File: config.mk
export PLATFORM = sky130hd
export DESIGN_NAME = dco_freq_ctrl
export DESIGN_NICKNAME = d
export VERILOG_FILES = /design/src/rtl/dco_freq_ctrl.sv
export SDC_FILE = /design/constraint.sdc
export NUM_CORES = 1
export LEC_CHECK = 0
export ABC_AREA = 0
export CAP_MARGIN = 20
export CORE_UTILIZATION = 50
export DETAILED_ROUTE_END_ITERATION = 12
export HOLD_SLACK_MARGIN = 0.02
export MAX_ROUTING_LAYER = met4
export PLACE_DENSITY = 0.78
export SYNTH_ARGS = -nofsm -noshare
export SYNTH_HDL_FRONTEND = slang
export SYNTH_SLANG_ARGS = --single-unit
File: constraint.sdc
create_clock -name clk_i -period 4.6 [get_ports clk_i]
set_input_delay 0.69 -clock clk_i [delete_from_list [all_inputs] [get_ports clk_i]]
set_output_delay 0.69 -clock clk_i [all_outputs]
set_load 0.05 [all_outputs]
File: src/rtl/dco_freq_ctrl.sv
// Frequency-locking controller for the ring-oscillator DCO: counts synchronised DCO edges per
// gate window and steps the tap select one position per window until the count is in tolerance.
module dco_freq_ctrl #(
  parameter int unsigned CTRL_WIDTH    = 5,
  parameter int unsigned COUNT_WIDTH   = 11,
  parameter int unsigned GATE_CYCLES   = 1024,
  parameter int unsigned SETTLE_CYCLES = 16,
  parameter int unsigned LOCK_TOL      = 2,
  parameter int unsigned LOCK_WINDOWS  = 4,
  parameter int unsigned INIT_SEL      = 16
) (
  input  logic                   clk_i,
  input  logic                   reset_i,
  input  logic                   enable_i,
  input  logic                   dco_clk_i,
  input  logic [COUNT_WIDTH-1:0] target_count_i,
  output logic [CTRL_WIDTH-1:0]  freq_sel_o,
  output logic                   dco_enable_o,
  output logic [COUNT_WIDTH-1:0] meas_count_o,
  output logic                   meas_valid_o,
  output logic                   locked_o
);

  localparam int unsigned TimerMax = (GATE_CYCLES > SETTLE_CYCLES) ? GATE_CYCLES : SETTLE_CYCLES;
  localparam int unsigned TimerW   = $clog2(TimerMax + 1);
  localparam int unsigned LockW    = $clog2(LOCK_WINDOWS + 1);

  localparam logic [TimerW-1:0]      SettleLast = TimerW'(SETTLE_CYCLES - 1);
  localparam logic [TimerW-1:0]      GateLast   = TimerW'(GATE_CYCLES - 1);
  localparam logic [LockW-1:0]       LockFull   = LockW'(LOCK_WINDOWS);
  localparam logic [CTRL_WIDTH-1:0]  SelMax     = '1;
  localparam logic [COUNT_WIDTH-1:0] CountMax   = '1;
  localparam logic signed [COUNT_WIDTH:0] TolPos = $signed((COUNT_WIDTH + 1)'(LOCK_TOL));
  localparam logic signed [COUNT_WIDTH:0] TolNeg = -TolPos;

  typedef enum logic [1:0] {StIdle, StSettle, StMeasure, StUpdate} state_e;

  state_e                 state_q, state_d;
  logic [TimerW-1:0]      timer_q, timer_d;
  logic [COUNT_WIDTH-1:0] edge_cnt_q, edge_cnt_d;
  logic [COUNT_WIDTH-1:0] target_q, target_d;
  logic [CTRL_WIDTH-1:0]  sel_q, sel_d;
  logic [LockW-1:0]       lock_cnt_q, lock_cnt_d;
  logic [COUNT_WIDTH-1:0] meas_count_q, meas_count_d;
  logic                   meas_valid_q, meas_valid_d;
  logic                   sync1_q, sync2_q, hist_q;

  logic                   edge_det;
  logic signed [COUNT_WIDTH:0] err;

  assign edge_det = sync2_q & ~hist_q;
  assign err      = $signed({1'b0, target_q}) - $signed({1'b0, edge_cnt_q});

  always_comb begin
    state_d      = state_q;
    timer_d      = timer_q;
    edge_cnt_d   = edge_cnt_q;
    target_d     = target_q;
    sel_d        = sel_q;
    lock_cnt_d   = lock_cnt_q;
    meas_count_d = meas_count_q;
    meas_valid_d = 1'b0;

    unique case (state_q)
      StIdle: begin
        timer_d    = '0;
        edge_cnt_d = '0;
        lock_cnt_d = '0;
        if (enable_i) state_d = StSettle;
      end
      StSettle: begin
        if (timer_q == SettleLast) begin
          state_d    = StMeasure;
          timer_d    = '0;
          edge_cnt_d = '0;
          target_d   = target_count_i;
        end else begin
          timer_d = timer_q + TimerW'(1);
        end
      end
      StMeasure: begin
        if (edge_det && (edge_cnt_q != CountMax)) edge_cnt_d = edge_cnt_q + COUNT_WIDTH'(1);
        if (timer_q == GateLast) begin
          state_d = StUpdate;
          timer_d = '0;
        end else begin
          timer_d = timer_q + TimerW'(1);
        end
      end
      StUpdate: begin
        meas_valid_d = 1'b1;
        meas_count_d = edge_cnt_q;
        // Default: select unchanged, go straight into the next window.
        state_d      = StMeasure;
        edge_cnt_d   = '0;
        target_d     = target_count_i;
        if (err > TolPos) begin
          lock_cnt_d = '0;
          if (sel_q != SelMax) begin
            sel_d   = sel_q + CTRL_WIDTH'(1);
            state_d = StSettle;
          end
        end else if (err < TolNeg) begin
          lock_cnt_d = '0;
          if (sel_q != '0) begin
            sel_d   = sel_q - CTRL_WIDTH'(1);
            state_d = StSettle;
          end
        end else if (lock_cnt_q != LockFull) begin
          lock_cnt_d = lock_cnt_q + LockW'(1);
        end
      end
      default: state_d = StIdle;
    endcase

    // Dropping enable abandons the window without publishing anything.
    if (!enable_i) begin
      state_d      = StIdle;
      timer_d      = '0;
      edge_cnt_d   = '0;
      lock_cnt_d   = '0;
      sel_d        = sel_q;
      meas_count_d = meas_count_q;
      meas_valid_d = 1'b0;
    end
  end

  always_ff @(posedge clk_i) begin
    if (reset_i) begin
      state_q      <= StIdle;
      timer_q      <= '0;
      edge_cnt_q   <= '0;
      target_q     <= '0;
      sel_q        <= CTRL_WIDTH'(INIT_SEL);
      lock_cnt_q   <= '0;
      meas_count_q <= '0;
      meas_valid_q <= 1'b0;
      sync1_q      <= 1'b0;
      sync2_q      <= 1'b0;
      hist_q       <= 1'b0;
    end else begin
      state_q      <= state_d;
      timer_q      <= timer_d;
      edge_cnt_q   <= edge_cnt_d;
      target_q     <= target_d;
      sel_q        <= sel_d;
      lock_cnt_q   <= lock_cnt_d;
      meas_count_q <= meas_count_d;
      meas_valid_q <= meas_valid_d;
      sync1_q      <= dco_clk_i;
      sync2_q      <= sync1_q;
      hist_q       <= sync2_q;
    end
  end

  assign freq_sel_o   = sel_q;
  assign dco_enable_o = (state_q != StIdle);
  assign meas_count_o = meas_count_q;
  assign meas_valid_o = meas_valid_q;
  assign locked_o     = (lock_cnt_q == LockFull);

endmodule

* After elaboration in Yosys (flattened, before gate mapping)
Cells that the tools add are included.
** Storage, ports and cells
- Register bits after elaboration :: 58
- Bits of input ports :: 15
- Output and inout bits :: 19
** Cells by class
- Add/sub/neg operators :: 6
- $lt $le $gt $ge :: 2
- Eq/ne operators :: 14
- Multiplexer cells :: 24
- Bitwise operators :: 3
- Reduce and logical (&&, ||, !) cells :: 17
** Operators with widths (count)
- 11-bit one-hot mux with 3 select lines :: 2
- 11-bit two-way mux :: 5
- 11-bit by 1-bit adder with 11-bit output (second input constant) :: 2
- 11-bit one-hot mux with 2 select lines :: 1
- 5-bit two-way mux :: 4
- 12-bit by 3-bit > comparator with 1-bit output (second input constant) :: 1
- 12-bit by 2-bit less-than comparator with 1-bit output (second input constant) :: 1
- 2-bit two-way mux :: 6
- 11-bit by 11-bit subtractor with 12-bit output :: 1
- 11-bit by 10-bit equality test with 1-bit output (second input constant) :: 1
- 11-bit by 4-bit equality test with 1-bit output (second input constant) :: 1
- 11-bit inequality test (second input constant) :: 1
- 2-bit AND reduction :: 5
- 2-bit nonzero test :: 5
- 3-bit two-way mux :: 3
- 2-bit one-hot mux with 4 select lines :: 1
- 2-bit inequality test (second input constant) :: 3
- 3-bit one-hot mux with 2 select lines :: 1
- 5-bit by 1-bit adder with 5-bit output (second input constant) :: 1
- 5-bit inequality test (second input constant) :: 1
- 5-bit AND reduction :: 1
- 5-bit nonzero test :: 1
- 5-bit by 1-bit subtractor with 5-bit output (second input constant) :: 1
- 2-bit equality test (second input constant) :: 2
- 13 further kinds :: 15

* Logic depth before layout (Yosys ltp)
- Word-level depth :: 5
- Mapped depth :: 17

* Worst setup path before layout
Ideal clock, no wire load.
- Path type :: reg-to-reg
- From :: reg edge_cnt_q[0]
- To :: reg sel_q[4], in the netlist freq_sel_o[4]
- Setup time :: 0.063 ns
- Arrival time :: 3.439 ns
- Data required time :: 4.537 ns
- Path slack :: 1.097 ns
- Cell stages (with the launch flop) :: 17
- Path buffers :: 0
- Period minus slack after synthesis :: 3.503 ns
- Path through :: dfxtp_1 -> ha_1 -> inv_1 -> fa_1 -> a21oi_1 -> o21ai_1 -> o41ai_2 -> xor2_1 -> nand4_2 -> o21ai_4 -> xor2_1 -> ha_1 -> or3_1 -> a21oi_1 -> mux2i_1 -> or3_1 -> nand3_1
** Between the ends
- Word-level cells in the longest chain between the ends :: 4
** Ends and longest elaborated chain
- start: declaration :: RTL line 40 : logic [COUNT_WIDTH-1:0] edge_cnt_q, edge_cnt_d;
- start signal: assignment :: RTL line 144 : edge_cnt_q <= edge_cnt_d;
- 11-bit by 11-bit subtractor with 12-bit output * :: RTL line 52 : assign err = $signed({1'b0, target_q}) - $signed({1'b0, edge_cnt_q});
- 12-bit by 3-bit > comparator with 1-bit output or 12-bit by 2-bit less-than comparator with 1-bit output (tied branches) :: RTL line 97, 103
- 2-bit by 1-bit inequality test with 1-bit output (no line) or 2-bit nonzero test (tied branches)
- 5-bit AND reduction (no line)
- end signal: assignment :: RTL line 134 : sel_q <= CTRL_WIDTH'(INIT_SEL);
- end signal: assignment :: RTL line 146 : sel_q <= sel_d;
- end: declaration :: RTL line 42 : logic [CTRL_WIDTH-1:0] sel_q, sel_d;
Every way passes the cells marked *; elsewhere a longest branch is shown, timed or not.
A chain may end at the register's enable or synchronous reset.

* Worst setup path in the final report
Ends and elaborated chain as after synthesis.

==> impl_metrics.csv <==
group,metric,value,unit
outcome,status,"finished, violations left",
outcome,violations,"design-rule violations",
logic_synthesis,syn_avg_cell_area,8.426,um2
floorplanning,start_util,0.5235,
logic_synthesis,synth_nets,438,
worst_setup_path,cp_max_fo,5,
logic_synthesis,synth_top_area_frac,0.3454,
floorplanning,ios,34,
logic_synthesis,synthDistinctLibCells,65,
placed_design,place_congestion,0.8873,
logic_synthesis,synth_seq_cells,58,
logic_synthesis,synth.largest_area_cell,"dfxtp_1",
min_path,whs_endpoint,"meas_count_o[7]",
worst_setup_path,cp-startpoint,"edge_cnt_q[0]",
placed_design,io_buffers,33,
layout,fillers,554,
global_route,grt_pass1_wl,13030,um
placed_design,hpwlAfterDp,5477,um
global_route,grt_pass1_vias,2913,
floorplanning,num_rows,29,
sta,worst_pin_slew,0.7855,ns
logic_synthesis,async_flop_share,0,
layout,multi_input_area,2036,um2
logic_synthesis,ys_top_cells_by_area,"dfxtp_1 (35%), ha_1 (8.6%), a21oi_1 (5.4%), nor2_1 (5.0%), nand2_1 (4.1%)",
clock_tree,cts_root_buffer,"clkbuf_8",
clock_tree,cts.sinks,58,
sta,period_needed,3.928,ns
sta,finalCritPeriodShare,0.8540,
detailed_routing,viasPerCell,5.779,
floorplanning,die_h,84,um
floorplanning,coreArea,6422,um2
sta,slew_violations,0,
floorplanning,fp.dieW,84,um
detailed_routing,vias,2988,
power_and_ir_drop,p_leak,1.498,nW
flow_run,maxCapViolCount,0,
min_path,hp-start,"meas_count_o[7]",
sta,rsz0062_at_grt,"false",
global_route,grtUsageTotal,0.2374,
sta,hold_viol,0,
detailed_routing,drtAntennaViolNets,0,
logic_synthesis,yosys-top-cells-count,"dfxtp_1 (58), nor2_1 (45), nand2_1 (37), a21oi_1 (36), inv_1 (29)",
logic_synthesis,syn-cell-area,3362,um2
sta,setup_tns,0,ns
worst_setup_path,ff2ff_setup_slack,0.67,ns
layout,regArea,1161,um2
min_path,hold_class,"flip-flop to flip-flop",
logic_synthesis,synth_enable_flop_cells,0,
worst_setup_path,rr_worst_depth,16,
detailed_routing,dr.pass1.iters,9,
clock_tree,cts_buffer_depth,2,
clock_tree,cts_hold_buf,0,
clock_tree,cts_buffers,9,
logic_synthesis,ys_seq_area_frac,0.3454,
global_route,grt_max_degree,30,
min_path,hold_depth,2,
layout,fin_util,0.6193,
clock_tree,cts.repair.resized,0,
layout,fin_nets,474,
layout,drive_gt1_frac,0.08182,
worst_setup_path,worstPathRequired,4.88,ns
sta,clock.fmax,254.6,MHz
worst_setup_path,rr_startpoint,"edge_cnt_q[0]",
layout,fin_cells,517,
detailed_routing,drt-wirelength-per-cell,14.46,um
clock_tree,clk_latency,0.35,ns
sta,relSlewSlack,0.4695,
worst_setup_path,start_kind,"flip-flop",
worst_setup_path,worstReg2RegEnd,"freq_sel_o[4]",
global_route,antenna_found_initial,0,
clock_tree,cts_setup_buffers,0,
logic_synthesis,ys_warn_count,0,
sta,skew,0.01127,ns
sta,setup_viol,0,
logic_synthesis,synth_ff_type,"dfxtp_1",
logic_synthesis,syn_inst,399,
clock_tree,cts_tree,"built",
worst_setup_path,critPathKind,"flip-flop to flip-flop",
global_route,grt_overflow_total,0,
detailed_routing,routed_wl,7478,um
layout,antenna_cells,0,
power_and_ir_drop,irDropWorstVdd,0.0002156,V
worst_setup_path,cp_data_arrival_time,4.21,ns
power_and_ir_drop,power.density,340.8,nW/um2
worst_setup_path,worstSetupEndpointType,"flip-flop",
detailed_routing,drtIter0Drc,153,
clock_tree,clk_pin_slew_worst_paths,0.06,ns
detailed_routing,drc,5,
clock_tree,h-tree-depth,3,
layout,area_growth,18.31,%
floorplanning,die_area,7056,um2
logic_synthesis,synth.most_common_cell,"dfxtp_1",
placed_design,dp.cells,501,
## cell type report
class	instances	share of cell area
Clock buffer	12	0.04152
Clock inverter	4	0.01824
Inverter	29	0.02737
Multi-Input combinational cell	303	0.5118
Sequential cell	58	0.2919
Tap cell	77	0.02422
Timing Repair Buffer	34	0.08493
## sequential cells by signal (all words and copies together) (netlist names)
| name | count |
|---|---|
| edge_cnt_q | 11 |
| freq_sel_o | 5 |
| hist_q | 1 |
| lock_cnt_q | 3 |
| meas_count_o | 11 |
| meas_valid_o | 1 |
| state_q | 2 |
| sync1_q | 1 |
| sync2_q | 1 |
| target_q | 11 |
| timer_q | 11 |
## report_power, final
part           switching, mW  total (mW)  internal [mW]  leakage [nW]
Clock                  0.207       0.556          0.348         0.119
Sequential           0.00623       0.517          0.511         0.469
Combinational          0.163       0.283          0.120         0.911
Total                  0.376        1.36          0.979          1.50
## worst max path at each step
stage                    endpoint  slack (ns)  cells past startpoint
floorplan           freq_sel_o[4]        1.10                     16
global placement    freq_sel_o[4]        0.95                     16
detailed placement  freq_sel_o[4]        0.72                     16
CTS                 freq_sel_o[4]        0.71                     16
global route        freq_sel_o[4]        0.39                     16
finish              freq_sel_o[4]        0.67                     16
## critical path, cell delays in order, from the launching register on
cell and delay [ns]:
dfxtp_1 0.41, ha_1 0.21, inv_1 0.06, fa_1 0.41
a21oi_1 0.26, o21ai_1 0.11, o41ai_2 0.24, xor2_1 0.28
nand4_2 0.24, o21ai_4 0.29, xor2_1 0.11, ha_1 0.23
or3_1 0.33, a21oi_1 0.17, mux2i_1 0.11, or3_1 0.32
nand3_1 0.08
## logic make-up (layout without fill, tap and decap cells)
family                     Yosys count  count (layout)  synth area share
AOI/OAI and AO/OA                   96              96            0.1984
and+or+nand+nor                    151             151            0.2266
xor gates and xnor gates            18              18           0.04689
muxes                               14              14           0.04205
adders and majority gates           24              24           0.09155
buffers and inverters               38              79           0.04913
DFF                                 58              58            0.3454
## per-layer routing
| layer | vias to the layer above | track usage | wire length, um | share of wire |
|---|---|---|---|---|
| li1 | 1486 | - | - | - |
| met1 | 1400 | 0.2761 | 3393 | 0.45 |
| met5 | - | - | 0 | 0 |
| met4 | 0 | 0.1332 | 259 | 0.035 |
| met2 | 78 | 0.3867 | 3491 | 0.47 |
| met3 | 24 | 0.04253 | 333 | 0.045 |
## metrics by stage
stage / hold slack, ns / power, mW / worst slack, ns / instance area, um2
after floorplan: 0.4138 / 0.7475 / 1.097 / 3362
after CTS: 0.4543 / 1.357 / 0.7096 / 3978
final: 0.4540 / 1.355 / 0.6717 / 3978
after global placement: 0.4305 / 0.7953 / 0.9458 / 3740
after detailed placement: 0.4350 / 0.8057 / 0.7214 / 3740
after global routing: 0.4748 / 1.404 / 0.3864 / 3978
## layout by cell type, fill, tap and decap left out, types with 5 or more instances in the layout
cell type / n
or3_1: 5
a21oi_1: 36
nand3b_1: 8
dfxtp_1: 58
xor2_1: 5
nand3_1: 17
ha_1: 23
xnor2_1: 13
nor2_1: 45
nand2_1: 37
clkdlybuf4s50_1: 33
mux2i_1: 13
o21ai_0: 20
inv_1: 29
clkbuf_8: 12
nor2b_1: 5
and3_1: 11
Power figures use the tool's default switching activity.
